--- config.mk ---
export PLATFORM = sky130hd
export DESIGN_NAME = voq_scheduler
export DESIGN_NICKNAME = d
export VERILOG_FILES = /design/src/rtl/sched_pkg.sv /design/src/rtl/rr_arbiter.sv /design/src/rtl/voq_scheduler.sv
export SDC_FILE = /design/constraint.sdc
export NUM_CORES = 1
export LEC_CHECK = 0
export BUFFER_PORTS_ARGS = -buffer_cell sky130_fd_sc_hd__buf_4
export CAP_MARGIN = 20
export CORE_ASPECT_RATIO = 0.6
export CORE_UTILIZATION = 45
export CTS_BUF_LIST = sky130_fd_sc_hd__clkbuf_8
export DETAILED_ROUTE_END_ITERATION = 6
export GPL_TIMING_DRIVEN = 1
export HOLD_SLACK_MARGIN = 0.08
export SLEW_MARGIN = 20
export SYNTH_ARGS = -nofsm -noshare
export SYNTH_HDL_FRONTEND = slang
export SYNTH_HIERARCHICAL = 1
export SYNTH_SLANG_ARGS = --single-unit
--- constraint.sdc ---
create_clock -name clk -period 7.03 [get_ports clk]
set_clock_uncertainty 0.2 [all_clocks]
set_input_delay 0.703 -clock clk [delete_from_list [all_inputs] [get_ports clk]]
set_output_delay 0.703 -clock clk [all_outputs]
set_load 0.02 [all_outputs]
--- src/rtl/sched_pkg.sv ---
// Shared sizing defaults and FSM state encoding for the VOQ scheduler.
package sched_pkg;

    localparam int unsigned INGRESS_CNT_DEF = 4;
    localparam int unsigned EGRESS_CNT_DEF  = 4;

    typedef logic [1:0] sched_state_t;

    localparam sched_state_t StIdle   = 2'd0;
    localparam sched_state_t StGrant  = 2'd1;
    localparam sched_state_t StAccept = 2'd2;
    localparam sched_state_t StIssue  = 2'd3;

endpackage

--- src/rtl/rr_arbiter.sv ---
// Combinational round-robin arbiter: grants the first request at or after ptr_i, wrapping.
module rr_arbiter #(
    parameter int unsigned N    = 4,
    parameter int unsigned PtrW = (N > 1) ? $clog2(N) : 1
) (
    input  logic [N-1:0]    req_i,
    input  logic [PtrW-1:0] ptr_i,
    output logic [N-1:0]    gnt_o,
    output logic            valid_o
);

    logic            found;
    logic [PtrW-1:0] idx;

    always_comb begin
        gnt_o = '0;
        found = 1'b0;
        idx   = '0;
        for (int unsigned k = 0; k < N; k++) begin
            idx = PtrW'((32'(ptr_i) + k) % N);
            if (!found && req_i[idx]) begin
                gnt_o[idx] = 1'b1;
                found      = 1'b1;
            end
        end
    end

    assign valid_o = |req_i;

endmodule

--- src/rtl/voq_scheduler.sv ---
// Single-iteration iSLIP-style VOQ scheduler: sample requests, grant, accept, issue dequeues.
module voq_scheduler
    import sched_pkg::*;
#(
    parameter int unsigned INGRESS_CNT = INGRESS_CNT_DEF,
    parameter int unsigned EGRESS_CNT  = EGRESS_CNT_DEF
) (
    input  logic                                     clk,
    input  logic                                     reset,
    input  logic                                     sched_start,
    input  logic [INGRESS_CNT*EGRESS_CNT-1:0]        voq_empty,
    output logic [INGRESS_CNT-1:0]                   voq_dequeue_en,
    output logic [INGRESS_CNT*$clog2(EGRESS_CNT)-1:0] voq_dequeue_sel,
    output logic                                     sched_done,
    output logic                                     busy
);

    localparam int unsigned IW = $clog2(INGRESS_CNT);
    localparam int unsigned EW = $clog2(EGRESS_CNT);

    sched_state_t state_q, state_d;

    // req/accept indexed [ingress][egress]; grant indexed [egress][ingress]
    logic [INGRESS_CNT-1:0][EGRESS_CNT-1:0] req_q, req_d;
    logic [EGRESS_CNT-1:0][INGRESS_CNT-1:0] grant_q, grant_d;
    logic [INGRESS_CNT-1:0][EGRESS_CNT-1:0] accept_q, accept_d;
    logic [EGRESS_CNT-1:0][IW-1:0]          g_ptr_q, g_ptr_d;
    logic [INGRESS_CNT-1:0][EW-1:0]         a_ptr_q, a_ptr_d;

    logic [EGRESS_CNT-1:0][INGRESS_CNT-1:0] col_req, gnt_vec;
    logic [INGRESS_CNT-1:0][EGRESS_CNT-1:0] acc_req, acc_vec;
    logic [EGRESS_CNT-1:0]                  gnt_valid;
    logic [INGRESS_CNT-1:0]                 acc_valid;

    always_comb begin
        col_req = '0;
        acc_req = '0;
        for (int i = 0; i < INGRESS_CNT; i++) begin
            for (int e = 0; e < EGRESS_CNT; e++) begin
                col_req[e][i] = req_q[i][e];
                acc_req[i][e] = grant_q[e][i];
            end
        end
    end

    for (genvar e = 0; e < EGRESS_CNT; e++) begin : g_grant
        rr_arbiter #(
            .N    (INGRESS_CNT),
            .PtrW (IW)
        ) u_arb (
            .req_i   (col_req[e]),
            .ptr_i   (g_ptr_q[e]),
            .gnt_o   (gnt_vec[e]),
            .valid_o (gnt_valid[e])
        );
    end

    for (genvar i = 0; i < INGRESS_CNT; i++) begin : g_accept
        rr_arbiter #(
            .N    (EGRESS_CNT),
            .PtrW (EW)
        ) u_arb (
            .req_i   (acc_req[i]),
            .ptr_i   (a_ptr_q[i]),
            .gnt_o   (acc_vec[i]),
            .valid_o (acc_valid[i])
        );
    end

    always_comb begin
        state_d  = state_q;
        req_d    = req_q;
        grant_d  = grant_q;
        accept_d = accept_q;
        case (state_q)
            StIdle: begin
                if (sched_start) begin
                    req_d   = ~voq_empty;
                    state_d = StGrant;
                end
            end
            StGrant: begin
                for (int e = 0; e < EGRESS_CNT; e++) begin
                    grant_d[e] = gnt_valid[e] ? gnt_vec[e] : '0;
                end
                state_d = StAccept;
            end
            StAccept: begin
                for (int i = 0; i < INGRESS_CNT; i++) begin
                    accept_d[i] = acc_valid[i] ? acc_vec[i] : '0;
                end
                state_d = StIssue;
            end
            default: state_d = StIdle;
        endcase
    end

    // Issue strobes and pointer advance come straight from the registered accepts
    always_comb begin
        voq_dequeue_en  = '0;
        voq_dequeue_sel = '0;
        g_ptr_d         = g_ptr_q;
        a_ptr_d         = a_ptr_q;
        if (state_q == StIssue) begin
            for (int i = 0; i < INGRESS_CNT; i++) begin
                for (int e = 0; e < EGRESS_CNT; e++) begin
                    if (accept_q[i][e]) begin
                        voq_dequeue_en[i]            = 1'b1;
                        voq_dequeue_sel[i*EW +: EW]  = EW'(e);
                        a_ptr_d[i]                   = EW'((e + 1) % EGRESS_CNT);
                        g_ptr_d[e]                   = IW'((i + 1) % INGRESS_CNT);
                    end
                end
            end
        end
    end

    assign sched_done = (state_q == StIssue);
    assign busy       = (state_q != StIdle);

    always_ff @(posedge clk) begin
        if (reset) begin
            state_q  <= StIdle;
            req_q    <= '0;
            grant_q  <= '0;
            accept_q <= '0;
            g_ptr_q  <= '0;
            a_ptr_q  <= '0;
        end else begin
            state_q  <= state_d;
            req_q    <= req_d;
            grant_q  <= grant_d;
            accept_q <= accept_d;
            g_ptr_q  <= g_ptr_d;
            a_ptr_q  <= a_ptr_d;
        end
    end

endmodule

-- Yosys cells after proc, flatten, opt, wreduce, memory -nomap -nowiden
Cells that the tools add are included.
- bits in registers: 66
- output and inout port bits: 14
- add/sub/neg operators: 24
- order comparisons: 64
- eq/ne operators: 4
- multiplexer cells: 255
- bitwise logic cells: 25
- reduce and logical (&&, ||, !) cells: 107
- operators with widths (operator ; count):
    4-bit two-way mux ; 41
    1-bit two-way mux ; 108
    2-bit by 3-bit less-than comparator with 1-bit output (second input constant) ; 32
    4-bit OR ; 24
    2-bit two-way mux ; 40
    1-bit binary-select mux with 2-bit select ; 32
    1-bit demux with 2-bit select ; 32
    2-bit by 1-bit >= comparator with 1-bit output (second input constant) ; 32
    1-bit logical AND ; 56
    2-bit adder (second input constant) ; 16
    4-bit nonzero test ; 8
    4-bit OR reduction ; 8
    1-bit logical NOT ; 24
    2-bit AND reduction ; 9
    2-bit by 1-bit adder with 2-bit output (second input constant) ; 8
    16-bit inverter ; 1
    8-bit two-way mux ; 1
    2-bit one-hot mux with 3 select lines ; 1
    2-bit == test (second input constant) ; 2
    2-bit by 1-bit == test with 1-bit output (second input constant) ; 1
    2-bit logical NOT ; 1
    2-bit != test (second input constant) ; 1
    2-bit nonzero test ; 1

-- Longest topological paths before layout
Gate-level depths: netlist of run 1.
- depth after elaboration: 13
- mapped depth: 8
- depth with buffers taken out: 8

-- Modules after synthesis
The synthesis of run 1 kept the hierarchy.
- by module, submodules not included (module ; times used ; cells each ; area an instance (sq um)):
    voq_scheduler ; 1 ; 313 ; 2683.8
    rr_arbiter (g_accept[0].u_arb ...) ; 6 ; 31 ; 310.3
    rr_arbiter (g_grant[0].u_arb ...) ; 2 ; 37 ; 345.3

-- Worst setup path after synthesis of run 1
OpenSTA, ideal clock, no wires.
- path kind: register to register
- start point: register g_ptr_q[2] (netlist bit)
- end point: register grant_q (netlist bit acc_req[13])
- library setup time: 70 ps
- data arrival time: 2029 ps
- slack: 4731 ps
- cell stages (with the launch flop): 8
- buffers on the path: 0
- period minus slack after synthesis: 2299 ps
- cell sequence: dfxtp_1 -> inv_1 -> ha_1 -> mux4_2 -> nor4b_4 -> a221o_1 -> nand3_1 -> a21oi_1
- RTL lines (what ; RTL line ; text):
    from (decl) ; voq_scheduler.sv:27 ; logic [EGRESS_CNT-1:0][IW-1:0] g_ptr_q, g_ptr_d;
    from (signal assigned) ; voq_scheduler.sv:134 ; g_ptr_q <= g_ptr_d;
    to (signal assigned) ; voq_scheduler.sv:132 ; grant_q <= grant_d;
    to (decl) ; voq_scheduler.sv:25 ; logic [EGRESS_CNT-1:0][INGRESS_CNT-1:0] grant_q, grant_d;

==> results.md, run 1 <==
- RR Startpoint: g_ptr_q[4]
- Mapped Area: between 0.005 and 0.006 sq mm
- Mean post-synth cell area: 9.14 sq um
- Port buffer count: 32
- Crit path DAT: 2770 ps
- IO Pins: 33
- Root buffer cell: clkbuf_8
- Height of the die: about 86 microns
- HP Class: in -> reg
- Initial DRC Count: roughly 240
- Row cnt: 30
- Detailed Routing Iterations Pass 1: 5
- First-pass GRT wire length: between 20000 and 25000 microns
- Via-per-instance ratio: 5.82
- Share of cells above drive strength 1: roughly 16%
- Max capacitance violation total: 0
- Max Slew Vio Count: 0
- Synth Instances: ~570
- CP Launch Type: flip-flop
- H-tree levels: 3
- Final Power: 1.27 mW
- Hpwl dp: around 8700 microns
- Post-synth EDFFs: 0
- Starting Density: a little under half
- Switching Share: between 30% and 40%
- Via count: 4420
- Hold_buf cts: 0
- Post-CTS setup buffer count: 0
- Main flop type after synthesis: dfxtp_1
- Crit. End Element: flip-flop
- Endpoint with the worst hold slack: col_req[8]
- CTS tree: done
- Residual DRC count: 0
- Worst reg-to-reg path cell count: 7
- # diodes: 0
- Switching pwr: 0.492 mW
- Leak: between 2 and 2.5 nW
- Die Width: around 140 microns
- Flop pwr share: a little under two fifths
- Worst r2r dst: acc_req[2]
- Largest area contributor in the synthesized netlist: dfxtp_1
- Grt total ovfl: 0
- Final instance area: between 0.005 and 0.006 sq mm
- Antenna Nets Post-Route: 0
- Crit Path Max Fanout: 11
- Seq/Total Area, Yosys: about a quarter
- Clock buffer depth: 2
- Fmax: approximately 370 MHz
- DR WL/cell: between 15 and 20 microns
- Vias in the first global route: about 4000
- Min Tclk post-route: between 2000 and 3000 ps
- Share of power burned in the clock network: 23.2%
- #FFs+latches synth: 66
- Hold Startpoint: voq_empty[2]
- Clock-pin slew on the worst setup and hold paths: 80 ps
- Worst R2R Setup Slack: about 4300 ps
- Worst slew margin: approximately 31%
- Final net count: about 670
- VDD IR max: 0.000186 V
- Antenna violations before repair: 0
- Setup CP Type: reg -> reg
- Worst path required time: between 7000 and 8000 ps
- Post-DP Area: between 0.005 and 0.006 sq mm
- YS warnings: 6
- Final WL: approximately 12000 microns
- Area contributors post-synth: dfxtp_1 (25%), ha_1 (12%), mux4_2 (9.5%)
- Slew @ Worst Pin: 1040 ps
- CTS sink cnt: 66
- Largest net degree at the start of global routing: 67
- Count of final hold-check violations: 0
- Die footprint: between 0.01 and 0.015 sq mm
- Post_cts resized: 0
- Endpoints failing setup: 0
- Net Count, Synth: between 600 and 700
- Unrepaired setup endpoints after global routing: no
- Core Box Area: approximately 0.011 sq mm
- Fill count: roughly 1100
- Routability Congestion: about 0.87
- Netlist cell types: 33
- Area grow syn2layout: 9.32%
- Setup TNS Final: 0 ps
- Ys async rst share: 0%
- Logic pwr share: between 30% and 40%
- P_int: 0.773 mW
- Cts bufs inserted: 9
- Clk_lat worst skew: about 360 ps
- GRT Util Overall: 20.9%
- PD cells: 221 mW/mm^2
- Outcome: completed
- Final period util: about two fifths
- Area share of the largest cell type after synthesis: between 20% and 30%
- Hold depth: 2
[power groups by stage]
stage | sequential [mW] | combinational (mW) | clock, mW
finish | 0.480 | 0.492 | 0.294
global route | 0.489 | 0.545 | 0.320
CTS | 0.479 | 0.491 | 0.301
detailed placement | 0.488 | 0.489 | 0
global placement | 0.481 | 0.483 | 0
floorplan | 0.463 | 0.424 | 0
[synth_stat cells, types with 6 or more instances]
master and count:
dfxtp_1 66, nand2_1 66, ha_1 52, a21oi_1 50, nor2_1 45, o21ai_0 35, nand2b_1 32, nand3_1 32
inv_1 27, a221o_1 24, mux4_2 22, a211oi_1 17, clkbuf_1 10, mux4_1 10, a21o_2 8, nor4b_4 8
o211ai_1 8, or4_1 8, or3_1 7, nor3b_2 6
[stage by stage]
stage          utilization (%)  setup WS, ps  cells  hold WS, ps
2_1_floorplan                -          4730    573          278
3_3_place_gp              49.1          4450    743          303
3_5_place_dp              49.1          4400    743          314
4_1_cts                   50.7          4370    759          294
5_1_grt                   50.7          4170    759          292
6_report                  50.7          4350    759          316
[worst max-delay path by stage]
stage	startpoint	to	slack, ps
after floorplan	g_ptr_q[2]	acc_req[13]	4730
after global placement	g_ptr_q[4]	acc_req[2]	4450
after detailed placement	g_ptr_q[4]	acc_req[6]	4400
after CTS	g_ptr_q[4]	acc_req[2]	4370
after global routing	g_ptr_q[4]	acc_req[2]	4170
final	g_ptr_q[4]	acc_req[2]	4350
[worst max-delay path: stages (launching register included)]
cell     delay, ps
dfxtp_1        660
inv_1          130
ha_1           350
mux4_2         390
nor4b_4        380
a221o_1        220
nand3_1         90
a21oi_1        190
[placed cells by master, fill, tap and decap left out, types with 4 or more instances in the layout]
master,Yosys,routed
a221o_1,24,24
nor3_1,5,5
a211oi_1,17,17
nor2_1,45,45
or4_1,8,8
mux4_1,10,10
nor3b_2,6,6
a21o_2,8,8
nand2_1,66,66
inv_1,27,28
ha_1,52,52
a2bb2oi_1,4,4
or3_1,7,7
buf_4,3,33
a21oi_1,50,50
dfxtp_1,66,66
nor4b_4,8,8
o41a_1,4,4
o211ai_1,8,8
nand2b_1,32,32
o21a_1,4,4
nor2b_1,5,5
nand3_1,32,32
clkbuf_8,0,10
o21ai_0,35,35
mux4_2,22,22
[state kept, by name, summed over array words and instances (netlist names)]
signal    cells
state_q       2
acc_req      16
a_ptr_q       8
col_req      16
accept_q     16
g_ptr_q       8
[layer usage]
layer | up-vias | routed length (microns) | GRT usage [%]
met5 | - | 0 | 0
met3 | 10 | 491 | 4.24
met4 | 0 | 75 | 5.43
li1 | 2182 | - | -
met1 | 2133 | 6210 | 30.3
met2 | 95 | 5280 | 31.5
[cell families (layout without fill, tap and decap cells)]
group / after synthesis / count (layout) / share of synthesized area [%]
compound gates: 157 / 157 / 20.3
flops: 66 / 66 / 25.2
mux: 32 / 32 / 14.5
fa+ha+maj: 52 / 52 / 12.4
buf+inv: 51 / 77 / 4.52
simple gates: 215 / 215 / 23.1
[cell type report]
type,instances,area (sq um),area share [%]
multi-input combinational,456,3680,64.3
sequential,66,1320,23.1
timing repair buffer,33,248,4.33
tap,160,200,3.50
clock buffer,10,138,2.40
inverter,28,105,1.84
clock inverter,6,33.8,0.590
No activity file was read; power rests on OpenSTA's default activity.
==> inputs of run 2 (changes only) <==
==> constraint.sdc (replaced) <==
create_clock -name clk -period 2.4 [get_ports clk]
set_clock_uncertainty 0.2 [all_clocks]
set_input_delay 0.24 -clock clk [delete_from_list [all_inputs] [get_ports clk]]
set_output_delay 0.24 -clock clk [all_outputs]
set_load 0.02 [all_outputs]
==> results.md, run 2 (synthesis gave the netlist of run 1 again) <==
- Die Width: 141 microns (unchanged)
- Endpoints failing setup: 0 (unchanged)
- Leak: 2.26 nW (+12%)
- Final WL: 12700 microns (+5.0%)
- Fmax: 431 MHz (+16%)
- Wire length on met2: 5630 microns (+6.6%)
- CTS tree: done
- M1 wire length: 6370 microns (+2.5%)
- Final net count: 714 (+7.4%)
- Via count: 4622 (+4.6%)
- Max capacitance violation total: 0 (unchanged)
- Count of final hold-check violations: 0 (unchanged)
- Flop pwr share: 36.8% (-1.1 points)
- Crit Path Max Fanout: 6 (-5)
- Row cnt: 30 (unchanged)
- HP Class: in -> reg
- Worst path required time: 2480 ps (-4640 ps)
- Clock buffer depth: 2 (unchanged)
- Antenna violations before repair: 0 (unchanged)
- Crit-path max cell delay: 390 ps (-270 ps)
- Unrepaired setup endpoints after global routing: no
- Routability Congestion: 0.876 (+0.78%)
- Area grow syn2layout: 17.3%
- PD cells: 617 mW/mm^2 (+180%)
- Final Power: 3.79 mW (+200%)
- Placed cells: 772 (+3.9%)
- Share of cells above drive strength 1: 20.0% (+4.4 points)
- Detailed Routing Iterations Pass 1: 5 (unchanged)
- Slowest cell on the critical path: mux4_2
- WHS: 246 ps (-70.0 ps)
- Clock-pin slew on the worst setup and hold paths: 70 ps (about the same)
- First-pass GRT wire length: 21200 microns (+6.0%)
- Largest net degree at the start of global routing: 67 (unchanged)
- Logic pwr share: 41.8% (+2.9 points)
- GRT Util Overall: 22.2% (+1.3 points)
- Final period util: 96.6% (+58 points)
- Routed wl met3: 607 microns (+24%)
- Worst path cell trace: inv_1 > ha_1 > mux4_2 > nor4b_4 > nand2_1 > o211ai_1 > nand3_1 > a21oi_1
- Port buffer count: 32 (unchanged)
- DR WL/cell: 15.7 microns (-1.1%)
- Height of the die: 85.6 microns (unchanged)
- Setup TNS Final: 0 ps (unchanged)
- P_int: 2.33 mW (+200%)
- Crit. End Element: flip-flop
- Initial DRC Count: 295 (+24%)
- # diodes: 0 (unchanged)
- Via-per-instance ratio: 5.73 (-1.5%)
- Antenna Nets Post-Route: 0 (unchanged)
- Starting Density: 46.3% (unchanged)
- Post-DP Area: 0.00577 sq mm (+3.9%)
- Residual DRC count: 0 (unchanged)
- Most frequent cells in the layout: nand2_1 (65), buf_4 (65), dfxtp_1 (61), ha_1 (52), a21oi_1 (50)
- Grt total ovfl: 0 (unchanged)
- Die footprint: 0.0121 sq mm (unchanged)
- Slew @ Worst Pin: 728 ps (-308 ps)
- Clk_lat worst skew: 350 ps (about the same)
- VDD IR max: 0.000712 V (+280%)
- Outcome: completed
- Cts bufs inserted: 9 (unchanged)
- Worst slew margin: 51.5% (+21 points)
- CP Launch Type: flip-flop
- Max Slew Vio Count: 0 (unchanged)
- Switching pwr: 1.45 mW (+200%)
- Non-Filler Instances: 806 (+6.2%)
- Switching Share: 38.4% (-0.50 points)
- Hpwl dp: 9190 microns (+5.6%)
- IO Pins: 33 (unchanged)
- H-tree levels: 3 (unchanged)
- Share of power burned in the clock network: 21.4% (-1.8 points)
- Vias in the first global route: 4308 (+7.4%)
- Crit path DAT: 2400 ps (-370 ps)
- Final instance area: 0.00614 sq mm (+7.3%)
- CTS sink cnt: 66 (unchanged)
- Uppermost routed layer: met4
- Core Box Area: 0.0113 sq mm (unchanged)
- Setup CP Type: reg -> reg
- Min Tclk post-route: 2320 ps (-364 ps)
- Root buffer cell: clkbuf_8
==> run 2: timing repair <==
| item | 4_1_cts | 5_1_grt |
|---|---|---|
| endpoints found under the hold margin | 18 | 0 |
| hold buffers | 17 | 0 |
| cloned | 0 | 0 |
| setup endpoints to repair | 4 | 23 |
| pin swaps | 0 | 9 |
| buffers inserted | 0 | 3 |
| resized for setup | 1 | 7 |
==> run 2: metal layers <==
layer  up-vias  track usage (%)
met5         -                0
met4         0             3.85
met3         6             4.63
met2       123             35.5
met1      2221             31.2
li1       2272                -
==> run 2: final cells by class <==
| class | count | area (sq um) |
|---|---|---|
| clock buffer | 10 | 138 |
| fill | 1032 | 5160 |
| inverter | 28 | 105 |
| multi-input combinational | 456 | 3690 |
| tap | 160 | 200 |
| sequential | 66 | 1330 |
| timing repair buffer | 82 | 658 |
| clock inverter | 4 | 21.3 |
==> run 2: power groups by stage <==
stage               logic, mW  registers [mW]  clock network [mW]
floorplan                1.24            1.36                   0
global placement         1.49            1.40                   0
detailed placement       1.52            1.42                   0
CTS                      1.55            1.39               0.838
global route             1.74            1.42               0.885
finish                   1.58            1.39               0.809
==> run 2: worst paths after layout <==
| check | depth (start not counted) | slack, ps | startpoint | end |
|---|---|---|---|---|
| worst min register to register | 2 | 300 | a_ptr_q[1] | a_ptr_q[1] |
| worst max-delay path | 8 | 80 | g_ptr_q[6] | acc_req[11] |
| worst max register to register | 8 | 80 | g_ptr_q[6] | acc_req[11] |
| worst min-delay path | 2 | 250 | reset | acc_req[8] |
==> run 2: metrics by stage <==
stage / setup slack, ps / utilization, %
global placement: 16.7 / 51.1
detailed placement: -23.0 / 51.1
CTS: 28.6 / 54.0
global route: 1.87 / 54.3
floorplan: 101 / -
finish: 80.9 / 54.3
==> run 2: critical path: cells and delay by family (launching register included) <==
family | cells | cell delay (ps)
multiplexers | 1 | 390
AND/OR/NAND/NOR | 3 | 660
AO/OA/AOI/OAI | 2 | 290
adder cells (fa/ha/maj) | 1 | 330
buffers and inverters | 1 | 70
flip-flops | 1 | 320
